**config.mk**
```make
export PLATFORM = sky130hd
export DESIGN_NAME = cache_ref_sequencer
export DESIGN_NICKNAME = d
export VERILOG_FILES = /design/src/rtl/cache_ref_sequencer.sv
export SDC_FILE = /design/constraint.sdc
export NUM_CORES = 1
export LEC_CHECK = 0
export CORE_UTILIZATION = 30
export DETAILED_ROUTE_END_ITERATION = 8
export RECOVER_POWER = 25
export SYNTH_ARGS = -nofsm -noshare
export SYNTH_HDL_FRONTEND = slang
export SYNTH_SLANG_ARGS = --single-unit
```
**constraint.sdc**
```tcl
create_clock -name clk -period 4.3 [get_ports clk]
set_input_delay 0.86 -clock clk [delete_from_list [all_inputs] [get_ports clk]]
set_output_delay 0.86 -clock clk [all_outputs]
set_load 0.05 [all_outputs]
```
**src/rtl/cache_ref_sequencer.sv**
```systemverilog
// Reference sequencer for the 16-set cache model: buffers incoming references,
// steps each through lookup (and a fill on miss), and keeps hit/miss statistics.
module cache_ref_sequencer #(
  parameter int DEPTH = 8,
  parameter int CNT_W = 32
) (
  input  logic             clk,
  input  logic             rst,
  input  logic             ref_valid,
  input  logic [31:0]      ref_addr,
  output logic             ref_ready,
  input  logic             trace_end,
  input  logic             cache_hit,
  output logic [31:0]      cache_addr,
  output logic             cache_state,
  output logic [CNT_W-1:0] hit_count,
  output logic [CNT_W-1:0] miss_count,
  output logic [CNT_W-1:0] ref_count,
  output logic             done
);

  localparam int AW = $clog2(DEPTH);
  localparam logic [AW:0] FULL_C = (AW+1)'(DEPTH);

  typedef enum logic [1:0] {
    IDLE   = 2'd0,
    LOOKUP = 2'd1,
    FILL   = 2'd2,
    DONE   = 2'd3
  } state_t;

  state_t           state_r, state_nxt_s;
  logic [31:0]      mem_r [DEPTH];
  logic [AW-1:0]    wr_ptr_r, rd_ptr_r;
  logic [AW:0]      count_r, count_nxt_s;
  logic             end_flag_r;
  logic             ref_ready_r;
  logic             done_r;
  logic             cache_state_r;
  logic [31:0]      cache_addr_r;
  logic [CNT_W-1:0] hit_r, miss_r, ref_r;
  logic             push_s, pop_s, empty_s;
  logic             hit_inc_s, miss_inc_s, ref_inc_s;

  function automatic logic [CNT_W-1:0] sat_inc(input logic [CNT_W-1:0] v);
    if (&v) begin
      return v;
    end else begin
      return v + CNT_W'(1);
    end
  endfunction

  assign push_s  = ref_valid && ref_ready_r;
  assign empty_s = (count_r == {(AW+1){1'b0}});

  // Occupancy after this cycle's push/pop.
  always_comb begin
    count_nxt_s = count_r;
    case ({push_s, pop_s})
      2'b10:   count_nxt_s = count_r + (AW+1)'(1);
      2'b01:   count_nxt_s = count_r - (AW+1)'(1);
      default: count_nxt_s = count_r;
    endcase
  end

  // Sequencer next state and per-cycle pop/statistics strobes.
  always_comb begin
    state_nxt_s = state_r;
    pop_s       = 1'b0;
    hit_inc_s   = 1'b0;
    miss_inc_s  = 1'b0;
    ref_inc_s   = 1'b0;
    case (state_r)
      IDLE: begin
        if (!empty_s) begin
          pop_s       = 1'b1;
          state_nxt_s = LOOKUP;
        end else if (end_flag_r) begin
          state_nxt_s = DONE;
        end else begin
          state_nxt_s = IDLE;
        end
      end
      LOOKUP: begin
        if (cache_hit) begin
          hit_inc_s = 1'b1;
          ref_inc_s = 1'b1;
          // A hit chains straight into the next queued reference.
          if (!empty_s) begin
            pop_s       = 1'b1;
            state_nxt_s = LOOKUP;
          end else begin
            state_nxt_s = IDLE;
          end
        end else begin
          miss_inc_s  = 1'b1;
          state_nxt_s = FILL;
        end
      end
      FILL: begin
        ref_inc_s   = 1'b1;
        state_nxt_s = IDLE;
      end
      DONE: begin
        state_nxt_s = DONE;
      end
      default: begin
        state_nxt_s = IDLE;
      end
    endcase
  end

  // FIFO storage; stale entries are harmless because pointers are reset.
  always_ff @(posedge clk) begin
    if (push_s) begin
      mem_r[wr_ptr_r] <= ref_addr;
    end
  end

  // Control state, FIFO pointers, statistics and registered outputs.
  always_ff @(posedge clk) begin
    if (rst) begin
      state_r       <= IDLE;
      wr_ptr_r      <= {AW{1'b0}};
      rd_ptr_r      <= {AW{1'b0}};
      count_r       <= {(AW+1){1'b0}};
      end_flag_r    <= 1'b0;
      ref_ready_r   <= 1'b1;
      done_r        <= 1'b0;
      cache_state_r <= 1'b0;
      cache_addr_r  <= 32'h0000_0000;
      hit_r         <= {CNT_W{1'b0}};
      miss_r        <= {CNT_W{1'b0}};
      ref_r         <= {CNT_W{1'b0}};
    end else begin
      state_r <= state_nxt_s;
      count_r <= count_nxt_s;
      if (push_s) begin
        wr_ptr_r <= wr_ptr_r + AW'(1);
      end
      if (pop_s) begin
        rd_ptr_r     <= rd_ptr_r + AW'(1);
        cache_addr_r <= mem_r[rd_ptr_r];
      end
      if (trace_end) begin
        end_flag_r <= 1'b1;
      end
      if (hit_inc_s) begin
        hit_r <= sat_inc(hit_r);
      end
      if (miss_inc_s) begin
        miss_r <= sat_inc(miss_r);
      end
      if (ref_inc_s) begin
        ref_r <= sat_inc(ref_r);
      end
      cache_state_r <= (state_nxt_s == FILL);
      done_r        <= (state_nxt_s == DONE);
      ref_ready_r   <= (count_nxt_s != FULL_C) && (state_nxt_s != DONE);
    end
  end

  assign ref_ready   = ref_ready_r;
  assign cache_addr  = cache_addr_r;
  assign cache_state = cache_state_r;
  assign hit_count   = hit_r;
  assign miss_count  = miss_r;
  assign ref_count   = ref_r;
  assign done        = done_r;

endmodule
```
==> metrics.txt <==
clk sink count=400; RR Startpoint=state_r[1]; FF+latch area=10600 µm²; Max Fclk=340 MHz; Simple-Gate Fraction of Synth Area=11.7%; Buf+Inv Stages, Crit Path=1; Slew @ Worst Pin=1.05 ns; power per cell area=556 nW/µm²; CTS tree=built; clock latency on the worst-skew pair=0.58 ns; met2 WL=18.8 mm; min-delay worst type=flip-flop to flip-flop; Syn. warnings=0; Max Cap Viol=0; Distinct cells, synth=60; Seq cells post-synth=400; share of cells above drive strength 1=14.3%; WL/cell=18.6 µm; Worst-path clk slew=0.06 ns; family with the most delay on the worst path=compound AO/OA/AOI/OAI gates; final setup TNS=0 ns; Met1 Wirelength=17.2 mm; CTS Hold Bufs=0; Final HPWL DP=23.7 mm; vias in the first global route=10400; All-Layer GR Usage=14.0%; RSZ-0062 raised after global routing=no; asr flop ratio synth=0%; most used cell along the critical path=ha_1; Tmin final=2.94 ns; core footprint=53800 µm²; fin crit share=68.4%; Max Used Layer=met5; reg-to-reg endpoint=ref_ready; first-pass GRT wire length=60.6 mm; status=finished, final reports clean; post-synthesis xor/xnor area fraction=1.82%; Hold Violations, Final=0; Routed Antenna Nets=0; critical path depth=10; mapped cell area=16300 µm²; Reg2Reg Setup Slack=1.50 ns; cells along the critical path=clkdlybuf4s50_1 -> and2_0 -> o21a_2 -> ha_1 -> ha_1 -> a21o_1 -> a21oi_1 -> mux2i_1 -> xnor2_1 -> a41oi_1; max-slew violations=0; Die Wd=235 µm; CP Capture Type=flip-flop; largest family of logic cells by synthesized area=multiplexers; pin count of the biggest net entering global routing=68; dominant cell by count in the synthesized netlist=edfxtp_1; Area growth, synth to finish=24.9%; Worst Setup SP=cache_hit; Final setup viols=0; Seq/Total Area, Yosys=64.8%; final global-route overflow total=0; startpoint types=input pin; Cell Rows=85; die height=235 µm; non-filler cells in the finished layout=2079; area share of the largest cell type after synthesis=47.1%; Commonest cells post-synth=256 x edfxtp_1, 144 x dfxtp_1, 107 x nor2_1, 64 x mux4_2, 56 x nand2_1; DRT Wirelength=38.7 mm; WL met3=2.01 mm; io pins=168; CP Capture Point=ref_ready; Gate Count Post-Synth=1166; Net Count, Synth=1216; synth top area cells=edfxtp_1 47%, dfxtp_1 18%, mux4_2 8.8%, nor2_1 2.5%, mux2i_1 2.3%; peak supply drop=480 µV; Synth Area in Adders=1.04%; drt pass-1 iters=4; crit path kind=input pin to flip-flop; Vias=10500; htree depth=2; Remaining DRCs=0; Largest stage delay, worst path=0.54 ns; area leader, netlist=edfxtp_1; worst-case clock buffer depth=3; Cell Count Post-Placement=1995; mux contribution to synthesized area=11.7%; Iteration-0 DRC Markers=436; initial antenna violation count=7; post_cts resized=0; initial core utilization=30.3%; Compound-Gate Fraction of Synth Area=7.08%; Post-CTS Setup Bufs=0; Worst Path Arrival=3.35 ns; Synth Area per Inst=14.0 µm²; die area=55300 µm²; final net count=1396; port buffer count=167; cells on worst reg2reg path=11; Critical-path top delay cell=clkdlybuf4s50_1; RD Place Congestion=0.818; Leak=6.34 nW; predominant post-synthesis flop cell=edfxtp_1; Via density=5.03; TritonCTS Buffers=45; fillers=5084; critical path peak fanout=7; clk_skew=0.0186 ns; Relative slew margins=29.2%; EDFF count, synth=256; area of the multi-input gates=5510 µm²; WP data required=4.71 ns; CTS root buf=clkbuf_16
==> stage by stage <==
step           instance area [µm²]  total power, mW  hold slack (ns)  utilization [%]  setup WS [ns]
5_1_grt                      20400             11.9            0.520             37.9           1.19
4_1_cts                      20400             11.5            0.501             37.9           1.42
6_report                     20400             11.3            0.500             37.9           1.36
3_3_place_gp                 18900             7.61            0.479             35.1          0.849
3_5_place_dp                 18900             7.66            0.492             35.1          0.795
2_1_floorplan                16300             6.73            0.460                -          0.531
==> layout by cell type (no fill, tap or decap), drive strengths merged, types with 7 or more instances in the layout <==
master / count
a211oi: 43
a21oi: 48
and2: 7
and4: 15
buf: 22
clkbuf: 50
clkdlybuf4s50: 141
clkinv: 19
dfxtp: 144
dlygate4sd3: 25
edfxtp: 256
ha: 12
inv: 26
mux2: 9
mux2i: 37
mux4: 64
nand2: 56
nand3: 29
nand4: 33
nor2: 107
nor2b: 13
nor3: 11
nor4: 9
o211ai: 11
o21ai: 22
o31ai: 20
or2: 7
or3: 22
or4: 30
xnor2: 23
xor2: 11
==> sequential cells by signal, summed over array words and instances, names as in the netlist <==
register / count
mem_r: 256
cache_addr: 32
hit_count: 32
miss_count: 32
ref_count: 32
count_r: 4
rd_ptr_r: 3
wr_ptr_r: 3
state_r: 2
cache_state: 1
done: 1
end_flag_r: 1
ref_ready: 1
==> per-layer routing <==
layer | track usage (%) | vias up
li1 | - | 4931
met1 | 18.2 | 5222
met2 | 23.5 | 238
met3 | 3.13 | 62
met4 | 3.72 | 8
met5 | 0 | -
==> worst register-to-register path: stages, from the launching register on <==
cell and delay [ns]:
dfxtp_1 0.36, inv_1 0.08, ha_1 0.27, and2_0 0.27
o21a_2 0.25, ha_1 0.23, ha_1 0.29, a21o_1 0.18
a21oi_1 0.17, mux2i_1 0.25, xnor2_1 0.16, a41oi_1 0.13
==> layout make-up <==
type / instances / area share (%)
antenna: 2 / 0.0246
clock inverter: 32 / 1.49
timing repair buffer: 188 / 9.09
multi-input combinational: 689 / 27.1
clock buffer: 50 / 5.77
tap: 696 / 4.27
inverter: 22 / 0.405
sequential: 400 / 51.9
==> where the power goes <==
group	leakage [nW]	switching, mW	internal [mW]	total (mW)
combinational	2.13	1.71	1.11	2.83
sequential	3.49	0.255	4.42	4.68
clock	0.720	1.60	2.23	3.83
==> worst min path at each step <==
stage | startpoint | endpoint | slack [ns] | cells after the start
final | cache_addr[29] | cache_addr[29] | 0.50 | 2
after global placement | end_flag_r | end_flag_r | 0.48 | 2
after global routing | hit_count[7] | hit_count[7] | 0.52 | 2
after floorplan | end_flag_r | end_flag_r | 0.46 | 2
after CTS | hit_count[13] | hit_count[13] | 0.50 | 2
after detailed placement | hit_count[13] | hit_count[13] | 0.49 | 2
==> cell families (layout without fill, tap and decap cells) <==
group | count (synthesis) | count (layout)
mux | 110 | 110
other cells | 0 | 2
simple gates | 359 | 359
buf+inv | 77 | 292
flops | 400 | 400
compound gates | 173 | 173
fa+ha+maj | 13 | 13
xor+xnor | 34 | 34
No activity file was read; power rests on OpenSTA's default activity.
